File: src/rtl/kdarwin_pkg.sv
// Shared types and helpers for the KDarwin kernel memory front-end.
package kdarwin_pkg;

  // Read-burst scheduler state machine encoding.
  typedef enum logic [2:0] {
    IDLE,
    CALC,
    ISSUE,
    DRAIN,
    DONE
  } rd_burst_state_t;

  // AXI4 bursts must not cross a 4 KiB boundary.
  localparam int LP_MAX_BURST_BYTES = 4096;

  // Integer ceiling division; den is always a non-zero elaboration constant.
  function automatic logic [63:0] ceil_div(input logic [63:0] num, input logic [63:0] den);
    logic [63:0] q;
    q = num / den;
    if ((num % den) != 64'd0) begin
      q = q + 64'd1;
    end
    return q;
  endfunction

endpackage

File: src/rtl/kdarwin_rd_burst_ctrl_counter.sv
// Generic up/down counter with load, used for burst bookkeeping.
// Load wins over count; a simultaneous incr and decr leaves the value unchanged;
// decr at zero holds at zero so the count never underflows.
module KDarwin_counter
  import kdarwin_pkg::*;
#(
  parameter int WIDTH = 8
) (
  input  logic             clk,
  input  logic             rst,
  input  logic             clken,
  input  logic             load,
  input  logic             incr,
  input  logic             decr,
  input  logic [WIDTH-1:0] load_value,
  output logic [WIDTH-1:0] count,
  output logic             is_zero
);

  logic [WIDTH-1:0] count_reg;

  // Count register: load, increment or saturating decrement.
  always_ff @(posedge clk) begin
    if (rst) begin
      count_reg <= '0;
    end else if (clken) begin
      if (load) begin
        count_reg <= load_value;
      end else if (incr && !decr) begin
        count_reg <= count_reg + WIDTH'(1);
      end else if (decr && !incr && (count_reg != '0)) begin
        count_reg <= count_reg - WIDTH'(1);
      end
    end
  end

  assign count   = count_reg;
  assign is_zero = (count_reg == '0);

endmodule

File: src/rtl/kdarwin_rd_burst_ctrl.sv
// AXI4 read-address scheduler: splits a byte transfer into fixed-length
// bursts, issues them under an outstanding-burst credit limit and reports
// completion once every burst's rlast has come back.
module kdarwin_rd_burst_ctrl
  import kdarwin_pkg::*;
#(
  parameter int C_ADDR_WIDTH      = 64,
  parameter int C_DATA_WIDTH      = 512,
  parameter int C_XFER_SIZE_WIDTH = 32,
  parameter int C_BURST_LEN       = 64,
  parameter int C_MAX_OUTSTANDING = 16
) (
  input  logic                         clk,
  input  logic                         rst,
  input  logic                         ctrl_start,
  input  logic [C_ADDR_WIDTH-1:0]      ctrl_addr_offset,
  input  logic [C_XFER_SIZE_WIDTH-1:0] ctrl_xfer_size_in_bytes,
  output logic                         ctrl_busy,
  output logic                         ctrl_done,
  output logic                         ctrl_err,
  output logic                         m_axi_arvalid,
  input  logic                         m_axi_arready,
  output logic [C_ADDR_WIDTH-1:0]      m_axi_araddr,
  output logic [7:0]                   m_axi_arlen,
  input  logic                         m_axi_rvalid,
  input  logic                         m_axi_rready,
  input  logic                         m_axi_rlast
);

  localparam int LP_BPB   = C_DATA_WIDTH / 8;
  localparam int LP_CNT_W = C_XFER_SIZE_WIDTH;
  localparam int LP_OUT_W = $clog2(C_MAX_OUTSTANDING + 1);
  localparam logic [C_ADDR_WIDTH-1:0] LP_BURST_BYTES = C_ADDR_WIDTH'(C_BURST_LEN * LP_BPB);
  localparam logic [7:0]              LP_FULL_LEN    = 8'(C_BURST_LEN - 1);
  localparam logic [LP_OUT_W-1:0]     LP_MAX_OUT     = LP_OUT_W'(C_MAX_OUTSTANDING);
  localparam logic [LP_OUT_W-1:0]     LP_MAX_OUT_M1  = LP_OUT_W'(C_MAX_OUTSTANDING - 1);

  if ((C_BURST_LEN < 1) || (C_BURST_LEN > 256)) begin : g_bad_burst_len
    $error("C_BURST_LEN must be within 1..256");
  end
  if ((C_BURST_LEN * LP_BPB) > LP_MAX_BURST_BYTES) begin : g_bad_burst_bytes
    $error("C_BURST_LEN * bytes-per-beat exceeds the 4 KiB AXI burst limit");
  end
  if (C_MAX_OUTSTANDING < 1) begin : g_bad_outstanding
    $error("C_MAX_OUTSTANDING must be at least 1");
  end

  rd_burst_state_t             state_reg;
  logic [C_ADDR_WIDTH-1:0]     addr_reg;
  logic [LP_CNT_W-1:0]         size_reg;
  logic [7:0]                  last_len_reg;
  logic                        busy_reg;
  logic                        done_reg;
  logic                        err_reg;
  logic                        arvalid_reg;
  logic [C_ADDR_WIDTH-1:0]     araddr_reg;
  logic [7:0]                  arlen_reg;

  logic [LP_CNT_W-1:0]         num_beats_calc;
  logic [LP_CNT_W-1:0]         num_bursts_calc;
  logic [7:0]                  last_len_calc;
  logic [LP_CNT_W-1:0]         ar_rem;
  logic [LP_CNT_W-1:0]         r_rem;
  logic [LP_OUT_W-1:0]         out_cnt;
  logic                        ar_is_zero;
  logic                        r_is_zero;
  logic                        out_is_zero;
  logic                        ar_hs;
  logic                        r_last_hs;
  logic                        r_dec;
  logic                        r_err_evt;
  logic                        start_accept;
  logic                        calc_load;
  logic                        credit_next_ok;

  assign ar_hs        = m_axi_arvalid & m_axi_arready;
  assign r_last_hs    = m_axi_rvalid & m_axi_rready & m_axi_rlast;
  // An rlast only retires a burst if one is actually in flight.
  assign r_dec        = r_last_hs & ~out_is_zero;
  assign r_err_evt    = r_last_hs & out_is_zero;
  assign start_accept = (state_reg == IDLE) & ctrl_start;
  assign calc_load    = (state_reg == CALC);

  assign num_beats_calc  = LP_CNT_W'(ceil_div(64'(size_reg), 64'(LP_BPB)));
  assign num_bursts_calc = LP_CNT_W'(ceil_div(64'(num_beats_calc), 64'(C_BURST_LEN)));
  assign last_len_calc   = 8'((64'(num_beats_calc) - 64'd1) % 64'(C_BURST_LEN));

  // Credit check against the outstanding count as it will be after this edge.
  always_comb begin
    credit_next_ok = 1'b0;
    if (ar_hs && !r_dec) begin
      credit_next_ok = (out_cnt < LP_MAX_OUT_M1);
    end else if (r_dec && !ar_hs) begin
      credit_next_ok = 1'b1;
    end else begin
      credit_next_ok = (out_cnt < LP_MAX_OUT);
    end
  end

  KDarwin_counter #(.WIDTH(LP_CNT_W)) u_ar_remaining (
    .clk(clk), .rst(rst), .clken(1'b1),
    .load(calc_load), .incr(1'b0), .decr(ar_hs),
    .load_value(num_bursts_calc), .count(ar_rem), .is_zero(ar_is_zero)
  );

  KDarwin_counter #(.WIDTH(LP_CNT_W)) u_r_remaining (
    .clk(clk), .rst(rst), .clken(1'b1),
    .load(calc_load), .incr(1'b0), .decr(r_dec),
    .load_value(num_bursts_calc), .count(r_rem), .is_zero(r_is_zero)
  );

  KDarwin_counter #(.WIDTH(LP_OUT_W)) u_outstanding (
    .clk(clk), .rst(rst), .clken(1'b1),
    .load(1'b0), .incr(ar_hs), .decr(r_dec),
    .load_value('0), .count(out_cnt), .is_zero(out_is_zero)
  );

  // Control FSM with registered AR channel, address generator and status outputs.
  always_ff @(posedge clk) begin
    if (rst) begin
      state_reg    <= IDLE;
      addr_reg     <= '0;
      size_reg     <= '0;
      last_len_reg <= '0;
      busy_reg     <= 1'b0;
      done_reg     <= 1'b0;
      err_reg      <= 1'b0;
      arvalid_reg  <= 1'b0;
      araddr_reg   <= '0;
      arlen_reg    <= '0;
    end else begin
      // Sticky error; an accepted start clears it unless a new stray rlast lands now.
      err_reg <= (err_reg & ~start_accept) | r_err_evt;
      case (state_reg)
        IDLE: begin
          if (ctrl_start) begin
            addr_reg  <= ctrl_addr_offset;
            size_reg  <= ctrl_xfer_size_in_bytes;
            busy_reg  <= 1'b1;
            state_reg <= CALC;
          end
        end
        CALC: begin
          last_len_reg <= last_len_calc;
          araddr_reg   <= addr_reg;
          arlen_reg    <= (num_bursts_calc == LP_CNT_W'(1)) ? last_len_calc : LP_FULL_LEN;
          if (num_bursts_calc == '0) begin
            done_reg  <= 1'b1;
            state_reg <= DONE;
          end else begin
            arvalid_reg <= 1'b1;
            state_reg   <= ISSUE;
          end
        end
        ISSUE: begin
          if (ar_hs && (ar_rem == LP_CNT_W'(1))) begin
            arvalid_reg <= 1'b0;
            state_reg   <= DRAIN;
          end else begin
            if (ar_hs) begin
              araddr_reg <= araddr_reg + LP_BURST_BYTES;
              arlen_reg  <= (ar_rem == LP_CNT_W'(2)) ? last_len_reg : LP_FULL_LEN;
            end
            // A pending request is held until accepted; otherwise re-arm on credit.
            if (!arvalid_reg || ar_hs) begin
              arvalid_reg <= credit_next_ok && !ar_is_zero;
            end
          end
        end
        DRAIN: begin
          if ((r_dec && (r_rem == LP_CNT_W'(1))) || r_is_zero) begin
            done_reg  <= 1'b1;
            state_reg <= DONE;
          end
        end
        DONE: begin
          done_reg  <= 1'b0;
          busy_reg  <= 1'b0;
          state_reg <= IDLE;
        end
        default: state_reg <= IDLE;
      endcase
    end
  end

  assign ctrl_busy     = busy_reg;
  assign ctrl_done     = done_reg;
  assign ctrl_err      = err_reg;
  assign m_axi_arvalid = arvalid_reg;
  assign m_axi_araddr  = araddr_reg;
  assign m_axi_arlen   = arlen_reg;

endmodule

File: config.mk
export PLATFORM = sky130hd
export DESIGN_NAME = kdarwin_rd_burst_ctrl
export DESIGN_NICKNAME = d
export VERILOG_FILES = /design/src/rtl/kdarwin_pkg.sv /design/src/rtl/kdarwin_rd_burst_ctrl_counter.sv /design/src/rtl/kdarwin_rd_burst_ctrl.sv
export SDC_FILE = /design/constraint.sdc
export NUM_CORES = 1
export LEC_CHECK = 0
export ABC_AREA = 1
export CORE_ASPECT_RATIO = 0.9
export CORE_MARGIN = 2
export CORE_UTILIZATION = 45
export DETAILED_ROUTE_END_ITERATION = 16
export GPL_TIMING_DRIVEN = 0
export PLACE_DENSITY = 0.65
export SLEW_MARGIN = 20
export SYNTH_ARGS = -nofsm -noshare
export SYNTH_HDL_FRONTEND = slang
export SYNTH_HIERARCHICAL = 1
export SYNTH_SLANG_ARGS = --single-unit
export TNS_END_PERCENT = 5
File: constraint.sdc
create_clock -name clk -period 7.8 [get_ports clk]
set_input_delay 1.95 -clock clk [delete_from_list [all_inputs] [get_ports clk]]
set_output_delay 1.95 -clock clk [all_outputs]
set_load 0.05 [all_outputs]
==> impl_metrics.py, run 1 <==
metrics = {
    "timing": {
        "hold_slack_ps": 442,
        "setup_viol": 0,
        "setup_tns_ps": 0,
        "final-hold-violation-count": 0,
        "finalMaxSlewViolations": 0,
        "skew_ps": 42.3,
        "worstMarginPinSlew_ps": 1470,
        "rsz0062_at_grt": "false",
        "slew_headroom_pct": 1.46,
        "period_needed_ps": 4470,
        "period_share_pct": 57.3,
        "fmax_mhz": 224,
    },
    "cts": {
        "clock-sinks": 248,
        "insertion_delay_ps": 580,
        "cts-root-buf": "clkbuf_16",
        "hold_buffers": 0,
        "cts_buffer_depth": 3,
        "path_clk_slew_ps": 60,
        "numCtsBuffers": 28,
        "cts-resized-gates": 0,
        "tritoncts": "built",
        "h-tree-depth": 1,
        "cts_setup_buffers": 0,
    },
    "hold_path": {
        "min_path_cells": 2,
        "hold_start": "addr_reg[18]",
        "hold-path-endpoint": "addr_reg[18]",
        "hold_class": "flop to flop",
    },
    "routing": {
        "vias": 20400,
        "route.detailed.drc": 0,
        "via_per_inst": 5.20,
        "drt_first_pass_iters": 6,
        "wirelength_um": 61900,
        "drt_iter0_drc": 1875,
        "final_antenna_net_count": 0,
        "routedWlPerCell_um": 15.7,
    },
    "outcome": {
        "status": "completed",
    },
    "global_routing": {
        "grt_pass1_vias": 18700,
        "gr-total-overflow": 0,
        "top_usage_layer": "met2",
        "grt_pass1_wl_um": 98400,
        "grt_max_degree": 36,
        "grtUsageTotal_pct": 28.2,
        "grtUsageMet1_pct": 40.5,
        "antenna_found_initial": 1,
        "met2_usage_pct": 44.4,
        "grt_use_met3_pct": 4.62,
    },
    "critical_path": {
        "crit_start": "rst",
        "r2r-end": "u_ar_remaining/count[20]",
        "reg2reg_depth": 11,
        "path_max_fanout": 10,
        "worstPathRequired_ps": 8320,
        "cp_data_arrival_time_ps": 4990,
        "crit_path_end_kind": "flop",
        "worstSetupStartpointType": "input port",
        "ff2ff_setup_slack_ps": 4160,
        "crit_type": "input port to flop",
        "r2r_start": "state_reg[0]",
    },
    "floorplanning": {
        "coreArea_um2": 40900,
        "start_util_pct": 45.8,
        "dieArea_um2": 43300,
        "row_count": 70,
        "num_io_pins": 179,
        "die_w_um": 219,
        "dieHeight_um": 198,
    },
    "flow_run": {
        "maxCapViolCount": 0,
    },
    "yosys": {
        "synth_cell_types": 52,
        "synthesis.area_um2": 18800,
        "yosys_warnings": 6,
        "seq_area_frac_synth_pct": 26.5,
        "synthCells": 3123,
        "avgSynthCellArea_um2": 6.00,
        "synth_seq_cells": 248,
    },
    "power_and_ir_drop": {
        "peakVddDrop_uv": 234,
        "leakagePower_nw": 10.4,
        "powerDensity_nw_per_um2": 366,
    },
    "final_layout": {
        "syn_to_final_growth_pct": 19.4,
        "postLayoutCoreUtil_pct": 54.7,
        "finalNetCount": 3549,
        "drive_gt1_share_pct": 6.43,
        "n_antenna_cell": 0,
    },
    "placed_design": {
        "port-buffer-count": 176,
        "dp_hpwl_um": 49700,
        "routabilityCongestion": 0.964,
    },
}
-- how the worst max path moves through the flow --
| stage | slack, ps | depth (start not counted) | end |
|---|---|---|---|
| final | 3330 | 7 | addr_reg[35] |
| after detailed placement | 2820 | 7 | addr_reg[35] |
| after CTS | 3430 | 7 | addr_reg[35] |
| after floorplan | 4380 | 10 | m_axi_araddr[51] |
| after global routing | 3200 | 11 | m_axi_araddr[48] |
| after global placement | 2900 | 7 | addr_reg[34] |
-- critical path, stage by stage --
cell and delay (ps):
clkdlybuf4s50_1 750, clkbuf_1 470, inv_1 420, clkbuf_1 490, clkbuf_1 520, o21ai_0 210
a21oi_1 150
-- cell usage after synthesis (all sizes together) --
cell type    n  share of area, %
conb         2             0.040
and2         2             0.067
nor2       321               7.3
a31oi        6              0.20
clkbuf      81               1.6
a21o         2             0.080
xor2        46               2.1
o21ai      230               6.3
a21boi       2             0.080
o21bai      10              0.42
nor3b        1             0.040
nand4       44               1.5
dfxtp      248                26
nor4        22              0.80
nand3      196               5.7
nand2b       1             0.033
nor3        37               1.1
clkinv       3             0.067
a21oi      339               9.1
or2         20              0.67
xnor2       38               1.8
buf         23              0.71
inv        464               9.3
o311ai       1             0.047
fa           3              0.32
o211ai       4              0.16
nand2      903                19
a211oi       1             0.040
ha          73               4.9
-- power by group --
group | internal [mW] | switching [mW] | leakage, nW
logic | 1.48 | 3.20 | 7.88
registers | 1.67 | 0.368 | 2.04
clock network | 0.917 | 0.564 | 0.512
-- area by class of cell --
type                    count  area [um^2]
clock buffers              37          795
well taps                 540          676
repair buffers            176         1760
flip-flops and latches    248         4960
inverters                 467         1760
multi-input cells        2345        11700
clock inverters            14          255
plain buffers             104          437
fillers                  4157        18500
-- routing by layer --
| layer | part of all wire, % | up-vias |
|---|---|---|
| li1 | - | 10400 |
| met1 | 47 | 9326 |
| met2 | 44 | 619 |
| met3 | 7.3 | 78 |
| met4 | 1.9 | 2 |
| met5 | 0.021 | - |
-- logic make-up after synthesis --
| kind of cell | share of synthesized area [%] |
|---|---|
| simple gates | 36.3 |
| compound gates | 16.4 |
| buf+inv | 11.7 |
| flops | 26.5 |
| xor+xnor | 3.92 |
| fa+ha+maj | 5.19 |
| other cells | 0.0400 |
-- metrics by stage --
| stage | area [um^2] | std cells | setup slack (ps) | power [mW] |
|---|---|---|---|---|
| finish | 22400 | 3931 | 3330 | 8.20 |
| global route | 22400 | 3931 | 3200 | 8.85 |
| CTS | 22400 | 3931 | 3430 | 8.17 |
| detailed placement | 21300 | 3880 | 2820 | 6.66 |
| global placement | 21300 | 3880 | 2900 | 6.58 |
| floorplan | 18900 | 3164 | 4380 | 5.27 |
-- placed cells by master, fill, tap and decap left out, types with 3 or more instances in the layout --
| master | Yosys | routed |
|---|---|---|
| o21ai_0 | 218 | 218 |
| clkbuf_1 | 81 | 84 |
| nand2_1 | 847 | 847 |
| o21ai_1 | 6 | 6 |
| buf_2 | 13 | 13 |
| a31oi_1 | 6 | 6 |
| clkbuf_8 | 0 | 6 |
| inv_2 | 15 | 15 |
| nand2_4 | 8 | 8 |
| nor2_1 | 286 | 286 |
| xor2_1 | 46 | 46 |
| clkbuf_16 | 0 | 28 |
| clkinv_2 | 1 | 5 |
| o21bai_1 | 9 | 9 |
| o21ai_2 | 6 | 6 |
| or2_0 | 10 | 10 |
| a21oi_2 | 3 | 3 |
| conb_1 | 2 | 43 |
| or2_2 | 9 | 9 |
| ha_1 | 73 | 73 |
| xnor2_1 | 38 | 38 |
| clkdlybuf4s50_1 | 0 | 176 |
| nor2_2 | 23 | 23 |
| inv_1 | 448 | 448 |
| buf_4 | 4 | 4 |
| nand3_1 | 179 | 179 |
| nand2_2 | 48 | 48 |
| o211ai_1 | 4 | 4 |
| dfxtp_1 | 248 | 248 |
| nand3_2 | 16 | 16 |
| buf_1 | 4 | 4 |
| a21oi_1 | 336 | 336 |
| nor2_4 | 10 | 10 |
| nand4_1 | 42 | 42 |
| nor3_1 | 34 | 34 |
| fa_1 | 3 | 3 |
| nor3_2 | 3 | 3 |
| bufinv_16 | 0 | 6 |
| nor4_1 | 20 | 20 |
Note: power is estimated with default switching activity, not from simulation.
==> run 2, diff against run 1 <==
PLACE_DENSITY = 0.68   (was 0.65)
clock period = 3.63 ns   (was 7.8 ns; I/O delays follow)
==> impl_metrics.py, run 2 (synthesized netlist as in run 1, its figures left out) <==
metrics = {
    "timing": {
        "period_share_pct": 92.5,
        "slew_headroom_pct": 2.40,
        "fin_ws_ps": 271,
        "fmax_mhz": 298,
        "worstMarginPinSlew_ps": 1460,
        "period_needed_ps": 3360,
        "finalMaxSlewViolations": 0,
        "skew_ps": 28.7,
        "final-hold-violation-count": 0,
        "rsz0062_at_grt": "false",
        "hold_slack_ps": 450,
        "setup_tns_ps": 0,
        "setup_viol": 0,
    },
    "routing": {
        "wl_met3_um": 4300,
        "met1Wirelength_um": 28900,
        "via_per_inst": 5.20,
        "final_antenna_net_count": 0,
        "vias": 20500,
        "wl_met2_um": 27000,
        "drt_iter0_drc": 1868,
        "wirelength_um": 61600,
        "route.detailed.drc": 0,
        "routedWlPerCell_um": 15.7,
        "drt_first_pass_iters": 7,
        "dr.max_layer_used": "met5",
    },
    "critical_path": {
        "reg2reg_depth": 20,
        "worstSetupStartpointType": "input port",
        "worstPathRequired_ps": 4140,
        "ff2ff_setup_slack_ps": 380,
        "cp_data_arrival_time_ps": 3870,
        "r2r-end": "m_axi_arlen[1]",
        "crit_type": "input port to flop",
        "r2r_start": "size_reg[4]",
        "path_max_fanout": 10,
        "crit_path_end_kind": "flop",
    },
    "floorplanning": {
        "start_util_pct": 45.8,
        "die_w_um": 219,
        "row_count": 70,
        "dieHeight_um": 198,
        "coreArea_um2": 40900,
        "dieArea_um2": 43300,
        "num_io_pins": 179,
    },
    "flow_run": {
        "maxCapViolCount": 0,
    },
    "cts": {
        "h-tree-depth": 1,
        "tritoncts": "built",
        "numCtsBuffers": 28,
        "cts-root-buf": "clkbuf_16",
        "insertion_delay_ps": 580,
        "cts_setup_buffers": 0,
        "cts_buffer_depth": 3,
        "path_clk_slew_ps": 60,
        "clock-sinks": 248,
    },
    "power_and_ir_drop": {
        "p_total_mw": 17.3,
        "peakVddDrop_uv": 539,
        "leakagePower_nw": 10.4,
        "powerDensity_nw_per_um2": 778,
    },
    "global_routing": {
        "grtUsageTotal_pct": 28.0,
        "grt_pass1_wl_um": 97900,
        "antenna_found_initial": 3,
        "grt_pass1_vias": 19100,
        "grt_max_degree": 36,
        "gr-total-overflow": 0,
    },
    "final_layout": {
        "fin_area_um2": 22300,
        "fill_cells": 4113,
        "finalNetCount": 3549,
        "final-instance-count-excl-fill": 3932,
        "postLayoutCoreUtil_pct": 54.5,
        "syn_to_final_growth_pct": 18.9,
        "layout_commonest_cell": "nand2_1",
        "mostFrequentLayoutCells": "nand2_1, inv_1, a21oi_1, nor2_1, dfxtp_1",
        "drive_gt1_share_pct": 6.25,
    },
    "placed_design": {
        "placed_cell_area_um2": 21300,
        "dp.cells": 3880,
        "dp_hpwl_um": 49100,
        "dp_slack_ps": -252,
        "port-buffer-count": 176,
        "routabilityCongestion": 0.978,
    },
    "outcome": {
        "status": "completed",
    },
    "hold_path": {
        "hold-path-endpoint": "size_reg[2]",
        "hold_class": "flop to flop",
        "hold_start": "size_reg[2]",
        "min_path_cells": 2,
    },
}
## run 2: cell types whose count changed in the layout (fill, tap and decap cells not counted), sizes merged
cell / before / now
diode: 0 / 2
bufinv: 6 / 2
clkbuf: 118 / 125
clkinv: 10 / 6
## run 2: worst max path at each step
| stage | slack [ps] | end | cells past startpoint | startpoint |
|---|---|---|---|---|
| global route | 50 | m_axi_arvalid | 20 | size_reg[0] |
| CTS | 350 | addr_reg[34] | 7 | rst |
| finish | 270 | addr_reg[34] | 7 | rst |
| detailed placement | -250 | addr_reg[34] | 7 | rst |
| floorplan | 800 | m_axi_araddr[60] | 13 | m_axi_araddr[12] |
| global placement | -280 | addr_reg[34] | 7 | rst |
## run 2: where the power goes
group	internal, mW	total (mW)	switching, mW	leakage [nW]
sequential	3.59	4.38	0.787	2.04
combinational	3.17	10.0	6.86	7.88
clock	1.71	2.93	1.22	0.454
## run 2: final cells by class
type	instances	area, um^2	area share, %
diodes	2	5.00	0.0225
plain buffers	104	438	1.96
clock buffers	44	831	3.73
clock inverters	6	108	0.483
inverters	467	1760	7.88
multi-input cells	2345	11700	52.7
flip-flops and latches	248	4960	22.3
well taps	540	676	3.03
repair buffers	176	1760	7.90
## run 2: critical path, cell delays in order
cell,delay [ps]
clkdlybuf4s50_1,720
clkbuf_1,460
inv_1,390
clkbuf_1,480
clkbuf_1,530
o21ai_0,220
a21oi_1,140
## run 2: repair_timing
item,4_1_cts,5_1_grt
hold buffers,0,0
endpoints found under the setup margin,13,0
resized for setup,1,0
## run 2: routing by layer
| metal | track usage, % | up-vias |
|---|---|---|
| met1 | 39.0 | 9328 |
| met5 | 0 | - |
| met4 | 6.88 | 2 |
| met3 | 4.96 | 89 |
| met2 | 44.6 | 624 |
| li1 | - | 10400 |
